### src/rtl/vram_arb_pkg.sv
// Shared types and constants for the tileram arbiter.
package vram_arb_pkg;

  typedef enum logic [1:0] {
    IDLE,
    WAIT_SLOT,
    ACCESS,
    DONE
  } arb_state_t;

  // Horizontal phases the tile fetch never uses; CPU may borrow them.
  localparam logic [3:0] CPU_SLOT_PH0 = 4'h4;
  localparam logic [3:0] CPU_SLOT_PH1 = 4'h5;

endpackage

### src/rtl/vram_slot_decode.sv
// Free-slot decode for CPU tileram access.
// Macro VRAM_CPU_SLOT_EN adds two idle fetch phases per 16 as slots during active video.
module vram_slot_decode
  import vram_arb_pkg::*;
(
  input  logic [9:0] htiming,
  input  logic       cmpblk,
  output logic       slot
);

`ifdef VRAM_CPU_SLOT_EN
  logic [5:0] unused_htiming_hi;
  assign unused_htiming_hi = htiming[9:4];
  assign slot = cmpblk
              | (htiming[3:0] == CPU_SLOT_PH0)
              | (htiming[3:0] == CPU_SLOT_PH1);
`else
  logic [9:0] unused_htiming;
  assign unused_htiming = htiming;
  assign slot = cmpblk;
`endif

endmodule

### src/rtl/vram_arbiter.sv
// Single-port tileram arbiter: video fetch owns the RAM, the Z80 is stalled until a free slot.
// Optional macro VRAM_CPU_SLOT_EN (see vram_slot_decode) enables extra slots in active video.
module vram_arbiter
  import vram_arb_pkg::*;
#(
  parameter int AW       = 10,
  parameter int DW       = 8,
  parameter int MAX_WAIT = 1023,
  parameter int WCW      = 10
) (
  input  logic          clk,
  input  logic          rst,
  input  logic [9:0]    htiming,
  input  logic          cmpblk,
  input  logic [AW-1:0] video_addr,
  input  logic          cpu_sel,
  input  logic          cpu_rd_n,
  input  logic          cpu_wr_n,
  input  logic [AW-1:0] cpu_addr,
  input  logic [DW-1:0] cpu_din,
  output logic [DW-1:0] cpu_dout,
  output logic          cpu_wait_n,
  input  logic [DW-1:0] ram_dout,
  output logic [AW-1:0] ram_addr,
  output logic [DW-1:0] ram_din,
  output logic          ram_ena,
  output logic          ram_wr,
  output logic          cpu_owner,
  output logic          starve
);

  localparam logic [WCW-1:0] CNT_MAX    = '1;
  localparam logic [WCW-1:0] MAX_WAIT_W = WCW'(MAX_WAIT);

  arb_state_t     state, state_next;
  logic           req, is_wr, slot;
  logic [WCW-1:0] wait_cnt, wait_inc;
  logic           rd_fresh;
  logic [DW-1:0]  dout_q;

  assign req   = cpu_sel & (~cpu_rd_n | ~cpu_wr_n);
  assign is_wr = ~cpu_wr_n;

  vram_slot_decode u_slot_decode (
    .htiming (htiming),
    .cmpblk  (cmpblk),
    .slot    (slot)
  );

  // NOTE: every output of this block gets a default first so no path leaves a latch.
  always_comb begin
    state_next = state;
    unique case (state)
      IDLE:      if (req) state_next = slot ? ACCESS : WAIT_SLOT;
      WAIT_SLOT: if (!req) state_next = IDLE;
                 else if (slot) state_next = ACCESS;
      ACCESS:    state_next = DONE;
      DONE:      if (!req) state_next = IDLE;
      default:   state_next = IDLE;
    endcase
  end

  // NOTE: outputs are gated by rst so a write caught mid-ACCESS never reaches the RAM.
  always_comb begin
    cpu_owner  = (state == ACCESS) & ~rst;
    ram_addr   = cpu_owner ? cpu_addr : video_addr;
    ram_din    = cpu_din;
    ram_ena    = 1'b1;
    ram_wr     = cpu_owner & is_wr;
    cpu_wait_n = rst | ~(req & (state != DONE));
    cpu_dout   = (rd_fresh & ~rst) ? ram_dout : dout_q;
  end

  assign wait_inc = (wait_cnt == CNT_MAX) ? wait_cnt : wait_cnt + 1'b1;

  // NOTE: sequential state uses non-blocking assignments only.
  always_ff @(posedge clk) begin
    if (rst) begin
      state <= IDLE;
    end else begin
      state <= state_next;
    end
  end

  always_ff @(posedge clk) begin
    if (rst) begin
      wait_cnt <= '0;
      starve   <= 1'b0;
    end else begin
      unique case (state)
        WAIT_SLOT: begin
          wait_cnt <= wait_inc;
          if (wait_inc >= MAX_WAIT_W) starve <= 1'b1;
        end
        IDLE:    wait_cnt <= '0;
        DONE:    if (!req) wait_cnt <= '0;
        default: wait_cnt <= wait_cnt;
      endcase
    end
  end

  // RAM data arrives in the first DONE cycle; pass it through, then hold the captured copy.
  always_ff @(posedge clk) begin
    if (rst) begin
      rd_fresh <= 1'b0;
      dout_q   <= '0;
    end else begin
      rd_fresh <= (state == ACCESS) & ~is_wr;
      if (rd_fresh) dout_q <= ram_dout;
    end
  end

endmodule

### config.mk
export PLATFORM = sky130hd
export DESIGN_NAME = vram_arbiter
export DESIGN_NICKNAME = d
export VERILOG_FILES = /design/src/rtl/vram_arb_pkg.sv /design/src/rtl/vram_slot_decode.sv /design/src/rtl/vram_arbiter.sv
export SDC_FILE = /design/constraint.sdc
export NUM_CORES = 1
export LEC_CHECK = 0
export CORE_MARGIN = 1
export CORE_UTILIZATION = 39
export CTS_CLUSTER_SIZE = 20
export DETAILED_ROUTE_END_ITERATION = 7
export MAX_ROUTING_LAYER = met4
export PLACE_DENSITY = 0.85
export SLEW_MARGIN = 20
export SYNTH_ARGS = -nofsm -noshare
export SYNTH_HDL_FRONTEND = slang
export SYNTH_SLANG_ARGS = --single-unit
### constraint.sdc
create_clock -name clk -period 2.85 [get_ports clk]
set_clock_uncertainty 0.2 [all_clocks]
set_input_delay 0.7125 -clock clk [delete_from_list [all_inputs] [get_ports clk]]
set_output_delay 0.7125 -clock clk [all_outputs]
set_load 0.02 [all_outputs]
==> results of run 1 <==
-- sequential cells by signal, indices dropped and copies added (netlist names) --
| name | count |
|---|---|
| starve | 1 |
| state | 2 |
| wait_cnt | 10 |
| dout_q | 8 |
| rd_fresh | 1 |
-- repair_timing --
| item | in CTS | in global routing |
|---|---|---|
| endpoints found under the setup margin | 21 | 17 |
| cloned | 1 | 0 |
| resized for setup | 60 | 12 |
-- per-stage QoR --
stage / utilization / power, mW / instance area [µm²] / setup TNS [ps] / hold WS, ps
2_1_floorplan: - / 0.591 / 1530 / 0 / 256
3_3_place_gp: 0.565 / 0.725 / 2100 / -8930 / 254
3_5_place_dp: 0.565 / 0.732 / 2100 / -9150 / 255
4_1_cts: 0.593 / 1.03 / 2200 / 0 / 277
5_1_grt: 0.579 / 1.07 / 2150 / -21.1 / 316
6_report: 0.579 / 1.01 / 2150 / 0 / 270
-- report_power, final --
part           total, mW  switching, mW  internal, mW  leakage, nW
clock network      0.295          0.108         0.188       0.0357
registers          0.342         0.0171         0.325        0.178
logic              0.377          0.196         0.181        0.560
total               1.01          0.321         0.693        0.774
-- Yosys cell counts, types with 3 or more instances --
master / instances / share of area
dfxtp_1: 22 / 0.29
clkbuf_1: 3 / 0.0074
a211oi_1: 4 / 0.020
mux2i_1: 8 / 0.053
ha_1: 6 / 0.049
buf_2: 4 / 0.013
buf_4: 9 / 0.044
o21ai_0: 3 / 0.0098
nor2b_1: 4 / 0.016
inv_1: 3 / 0.0074
mux2_2: 18 / 0.13
a31oi_1: 4 / 0.016
nor2_1: 13 / 0.032
nand2b_1: 5 / 0.021
nand2_1: 8 / 0.020
nor3_1: 3 / 0.0098
a21oi_1: 9 / 0.030
nand3_1: 6 / 0.020
-- layout make-up --
type | count | area share
clock buffers | 3 | 0.0192
clock inverters | 1 | 0.0139
inverters | 3 | 0.00523
multi-input cells | 128 | 0.453
flip-flops and latches | 22 | 0.205
well taps | 48 | 0.0279
repair buffers | 65 | 0.276
-- worst max-delay path by stage --
stage / start / endpoint / slack [ps] / cells past startpoint
after floorplan: state[0] / ram_addr[2] / 250 / 5
after global placement: rst / ram_addr[7] / -470 / 5
after CTS: rst / cpu_dout[6] / 8 / 5
after detailed placement: rst / ram_addr[9] / -490 / 5
after global routing: rst / ram_addr[2] / -10 / 5
final: rst / ram_addr[3] / 20 / 5
-- per-layer routing --
metal  up-vias  wire [µm]  global-route usage
met5         -          0                   -
met4         0         17              0.0306
met2        34       1880               0.321
met1       669       1700               0.238
met3         4        167              0.0423
li1        729          -                   -
-- critical path, cell delays in order --
cell	delay [ps]
dlygate4sd2_1	280
nor2b_2	200
buf_6	150
mux2_2	330
clkdlybuf4s15_2	250
-- cells by family (layout without fill, tap and decap cells) --
group                      count (synthesis)  after routing
AOI/OAI and AO/OA                         39             39
adders and majority gates                  6              6
buffers and inverters                     20             72
DFF                                       22             22
muxes                                     26             26
other                                      1              1
and+or+nand+nor                           56             56
==> impl_metrics.sql, run 1 <==
INSERT INTO impl_metrics (metric_group, metric, value, unit) VALUES
('worst_setup_path', 'cp_data_arrival_time', '1920', 'ps'),
('sta', 'final_max_slew_viol_count', '0', ''),
('synth', 'largest_family_of_logic_cells_by_synthesized_area', 'simple AND/OR/NAND/NOR gates', ''),
('worst_setup_path', 'crit_type', 'in2out', ''),
('finish', 'layout.cells.most_common_list', 'clkdlybuf4s50_1 (33), dfxtp_1 (22), mux2_2 (18)', ''),
('sta', 'max_freq', '0.353', 'GHz'),
('routing', 'detailroute.via_count', '1436', ''),
('synth', 'xor_xnor_cell_area_share_of_the_yosys_netlist', '0', ''),
('placement', 'weighted_congestion_reported_at_the_end_of_routability_driven_placement', '0.870', ''),
('clocking', 'cts.reportedPaths.clkPinSlew', '80', 'ps'),
('floorplan', 'floorplan.die.height', '64.5', 'µm'),
('worst_setup_path', 'worst_r2r_path_depth', '5', ''),
('finish', 'register_area', '440', 'µm²'),
('routing', 'drt_iter0_markers', '69', ''),
('finish', 'synthToLayoutAreaGrowth', '41.2', '%'),
('sta', 'finalHoldViolCount', '0', ''),
('synth', 'ffs_w_async_s_r_synth', '0', ''),
('outcome', 'outcome', 'finished, final reports clean', ''),
('power_and_ir_drop', 'irDropWorstVdd', '0.328', 'mV'),
('floorplan', 'number_of_placed_i_o_pins', '83', ''),
('synth', 'synth_compound_area_frac', '0.199', ''),
('floorplan', 'placementRows', '22', ''),
('sta', 'finalSetupViolCount', '0', ''),
('floorplan', 'die-area', '4160', 'µm²'),
('synth', 'syn-cell-area', '1530', 'µm²'),
('clocking', 'clkLatencyLatePin', '270', 'ps'),
('worst_setup_path', 'worstPathRequired', '1940', 'ps'),
('worst_setup_path', 'reg_to_reg_setup_timing_slack', '810', 'ps'),
('flow_run', 'max_cap_viol_count', '0', ''),
('worst_setup_path', 'worstPathMaxFanout', '6', ''),
('synth', 'yosys_register_bits', '22', ''),
('grt', 'maximum_number_of_pins_on_one_net_before_global_route_repair', '18', ''),
('finish', 'n_antenna_cell', '0', ''),
('clocking', 'cts_made_buffers', '3', ''),
('floorplan', 'core_region_area', '3720', 'µm²'),
('min_path', 'worstHoldPathCells', '2', ''),
('worst_setup_path', 'crit_path_end_kind', 'primary output', ''),
('synth', 'synth_enable_flop_cells', '0', ''),
('clocking', 'cts.sink_count', '22', ''),
('sta', 'rsz_0062_raised_after_global_routing', 'true', ''),
('routing', 'total_drc_errors_in_the_routed_layout', '0', ''),
('min_path', 'hold_path_startpoint', 'starve', ''),
('clocking', 'clock_path_buffers', '2', ''),
('min_path', 'min-delay-path-class', 'reg2reg', ''),
('sta', 'finalWorstPathRequiredPeriod', '2830', 'ps'),
('clocking', 'cts.hold.buffers_added', '0', ''),
('clocking', 'clk_root_buffer_cell', 'clkbuf_8', ''),
('synth', 'synth-simple-area-share', '0.201', ''),
('placement', 'detailedPlace.worstSlack', '-487', 'ps'),
('grt', 'globalRouteOverflowTotal', '0', ''),
('synth', 'sequential_area_share_after_synthesis', '0.289', ''),
('finish', 'fin_cells', '270', ''),
('sta', 'layout_worst_path_cycle_share', '0.995', ''),
('clocking', 'setup_fix_buffers_added_after_clock_tree_synthesis', '0', ''),
('worst_setup_path', 'endpoint_of_the_worst_slack_reg_to_reg_timing_path', 'wait_cnt[7]', ''),
('grt', 'first_global_vias', '1348', ''),
('finish', 'most_common_library_cell_in_the_layout_ignoring_fill_and_taps', 'clkdlybuf4s50_1', ''),
('power_and_ir_drop', 'total_leakage_power', '0.774', 'nW'),
('routing', 'wl_per_cell', '13.9', 'µm'),
('power_and_ir_drop', 'power_per_cell_area', '471', 'nW/µm²'),
('grt', 'grt_usage', '0.191', ''),
('synth', 'netlist_instances', '170', ''),
('worst_setup_path', 'rr_startpoint', 'wait_cnt[0]', ''),
('synth', 'dominantRegCellSynth', 'dfxtp_1', ''),
('synth', 'post_synth_fa_ha_maj_area_fraction', '0.0492', ''),
('floorplan', 'initial_core_util', '0.410', ''),
('placement', 'place_hpwl', '2.77', 'mm'),
('clocking', 'cts_tree', 'done', ''),
('synth', 'synth_fp_nets', '228', ''),
('synth', 'yosysUniqueCellTypes', '50', ''),
('routing', 'drtPass1Iterations', '4', '');
No activity file was read; power rests on OpenSTA's default activity.
==> run 2, diff against run 1 <==
- HOLD_SLACK_MARGIN: default -> 0.08
==> results of run 2 <==
No change in the layout: final DEF, timing and power equal those of run 1.
==> run 3, diff against run 2 <==
- ABC_AREA: default -> 0
- CORE_UTILIZATION: 39 -> 40
- PLACE_DENSITY: 0.85 -> 0.87
- clock period: 2.85 -> 3.55 ns (I/O delays scaled with it)
==> run 3 against run 2 <==
Net effect: non-clock buffer count down 2; sequential share of layout area down 0.26 points; global-route usage barely moved; critical path depth stayed put; register-to-register slack improved by 640 ps; count of clock-buffer cells in the layout did not move; first-iteration DRC count decreased by 26%; sequential power decreased by 20%; die area fell by 2.4%; wire length down 1.7%; cell area up 1.3%; critical endpoint is now ram_addr[1]; highest routed layer unchanged.
==> impl_metrics.sql, run 3 (same netlist as run 1, synthesis figures left out) <==
INSERT INTO impl_metrics (metric_group, metric, value, unit) VALUES
('clocking', 'cts.hold.buffers_added', '0', ''),
('clocking', 'htree_num_levels', '1', ''),
('min_path', 'min-delay-path-class', 'reg2reg', ''),
('finish', 'reg.largest.list', 'wait_cnt x10, dout_q x8, state x2', ''),
('finish', 'layout-drive-gt1-share', '0.177', ''),
('placement', 'port_buf_inserts', '55', ''),
('finish', 'top_register', 'wait_cnt', ''),
('finish', 'fin_cells', '268', ''),
('grt', 'maximum_number_of_pins_on_one_net_before_global_route_repair', '14', ''),
('sta', 'max_freq', '0.288', 'GHz'),
('power_and_ir_drop', 'irDropWorstVdd', '0.282', 'mV'),
('floorplan', 'placementRows', '22', ''),
('sta', 'finalSetupViolCount', '0', ''),
('grt', 'globalRouteOverflowTotal', '0', ''),
('routing', 'drtPass1Iterations', '4', ''),
('clocking', 'cts_made_buffers', '3', ''),
('placement', 'detailedPlace.worstSlack', '-195', 'ps'),
('clocking', 'cts_tree', 'done', ''),
('routing', 'total_drc_errors_in_the_routed_layout', '0', ''),
('power_and_ir_drop', 'power_per_cell_area', '372', 'nW/µm²'),
('grt', 'grt_pass1_wl', '6.19', 'mm'),
('finish', 'largest_register_ffs', '10', ''),
('finish', 'most_common_library_cell_in_the_layout_ignoring_fill_and_taps', 'clkdlybuf4s50_1', ''),
('finish', 'multi_input_area', '973', 'µm²'),
('worst_setup_path', 'crit_path_end_kind', 'primary output', ''),
('floorplan', 'core_region_area', '3660', 'µm²'),
('worst_setup_path', 'worstPathMaxFanout', '5', ''),
('sta', 'timing.final.ws_setup', '81.0', 'ps'),
('routing', 'route.antenna.remaining_nets', '0', ''),
('routing', 'wl_per_cell', '13.8', 'µm'),
('worst_setup_path', 'setup.worst_path.start_class', 'input port', ''),
('floorplan', 'number_of_placed_i_o_pins', '83', ''),
('floorplan', 'floorplan.die.height', '63.8', 'µm'),
('placement', 'placed_area', '2090', 'µm²'),
('clocking', 'cts.reportedPaths.clkPinSlew', '80', 'ps'),
('grt', 'antenna_found_initial', '0', ''),
('sta', 'finalWorstPathRequiredPeriod', '3470', 'ps'),
('clocking', 'clkLatencyLatePin', '260', 'ps'),
('sta', 'rsz_0062_raised_after_global_routing', 'false', ''),
('floorplan', 'initial_core_util', '0.417', ''),
('placement', 'weighted_congestion_reported_at_the_end_of_routability_driven_placement', '0.892', ''),
('finish', 'final_nets', '279', ''),
('finish', 'n_antenna_cell', '0', ''),
('routing', 'detailroute.via_count', '1431', ''),
('sta', 'worst_hold_margin', '276', 'ps'),
('finish', 'register_area', '440', 'µm²'),
('worst_setup_path', 'worstPathRequired', '2460', 'ps'),
('placement', 'place_hpwl', '2.72', 'mm'),
('worst_setup_path', 'crit_path_cell_trace', 'dlygate4sd2_1, nor2b_1, buf_4, mux2_2, clkdlybuf4s50_1', ''),
('clocking', 'clock_path_buffers', '2', ''),
('sta', 'finalHoldViolCount', '0', ''),
('sta', 'final_max_slew_viol_count', '0', ''),
('placement', 'placed_cells', '264', ''),
('finish', 'n_fill_cell', '306', ''),
('routing', 'drt-total-wl', '3.70', 'mm'),
('floorplan', 'die_width', '63.8', 'µm'),
('flow_run', 'max_cap_viol_count', '0', ''),
('finish', 'finish.instance_area', '2180', 'µm²'),
('outcome', 'outcome', 'finished, final reports clean', ''),
('finish', 'synthToLayoutAreaGrowth', '43.0', '%'),
('worst_setup_path', 'critical_path.max_stage_delay', '540', 'ps'),
('worst_setup_path', 'cp_data_arrival_time', '2380', 'ps'),
('routing', 'drt_iter0_markers', '51', ''),
('power_and_ir_drop', 'total_leakage_power', '0.871', 'nW'),
('clocking', 'cts.sink_count', '22', ''),
('sta', 'layout_worst_path_cycle_share', '0.977', ''),
('floorplan', 'die-area', '4060', 'µm²'),
('finish', 'layout.cells.most_common_list', 'clkdlybuf4s50_1 (42), dfxtp_1 (22), mux2_2 (18)', ''),
('clocking', 'clk_root_buffer_cell', 'clkbuf_8', ''),
('grt', 'first_global_vias', '1373', ''),
('grt', 'grt_usage', '0.191', ''),
('sta', 'setup-tns-final', '0', 'ps'),
('routing', 'route.detailed.vias_per_inst', '5.34', ''),
('power_and_ir_drop', 'fin_total_pwr', '0.812', 'mW'),
('worst_setup_path', 'crit_type', 'in2out', ''),
('worst_setup_path', 'cp_slowest_cell', 'clkdlybuf4s50_1', ''),
('finish', 'finalCoreUtilization', '0.596', '');
-- run 3: power by group --
part	internal [mW]	switching [mW]
Sequential	0.261	0.0132
Combinational	0.147	0.155
Clock	0.151	0.0860
Total	0.558	0.254
-- run 3: routing by layer --
metal	wire length (µm)	global-route usage	up-vias
met5	0	-	-
met2	1850	0.303	38
met4	34	0.0597	0
li1	-	-	720
met1	1660	0.255	665
met3	160	0.0179	8
-- run 3: final timing paths --
| check | from | slack (ps) | depth (start not counted) | to |
|---|---|---|---|---|
| setup reg to reg | wait_cnt[0] | 1450 | 5 | starve |
| setup / recovery | rst | 80 | 5 | ram_addr[1] |
| hold / removal | starve | 280 | 2 | starve |
| hold reg to reg | starve | 280 | 2 | starve |
-- run 3: critical path, delay by kind of cell --
kind	cells	cell delay [ps]
buffers and inverters	3	990
muxes	1	320
and+or+nand+nor	1	180
-- run 3: layout make-up --
class                   count  share of cell area
inverters                   3             0.00516
multi-input cells         128               0.446
well taps                  48              0.0275
repair buffers             63               0.286
flip-flops and latches     22               0.202
clock inverters             1              0.0138
clock buffers               3              0.0189
-- run 3: repair_timing --
item | 4_1_cts | 5_1_grt
setup endpoints to repair | 19 | 8
hold endpoints to repair | 0 | 0
gates resized for setup | 5 | 9
pin swaps | 0 | 0
setup buffers | 0 | 0
gates cloned | 0 | 0
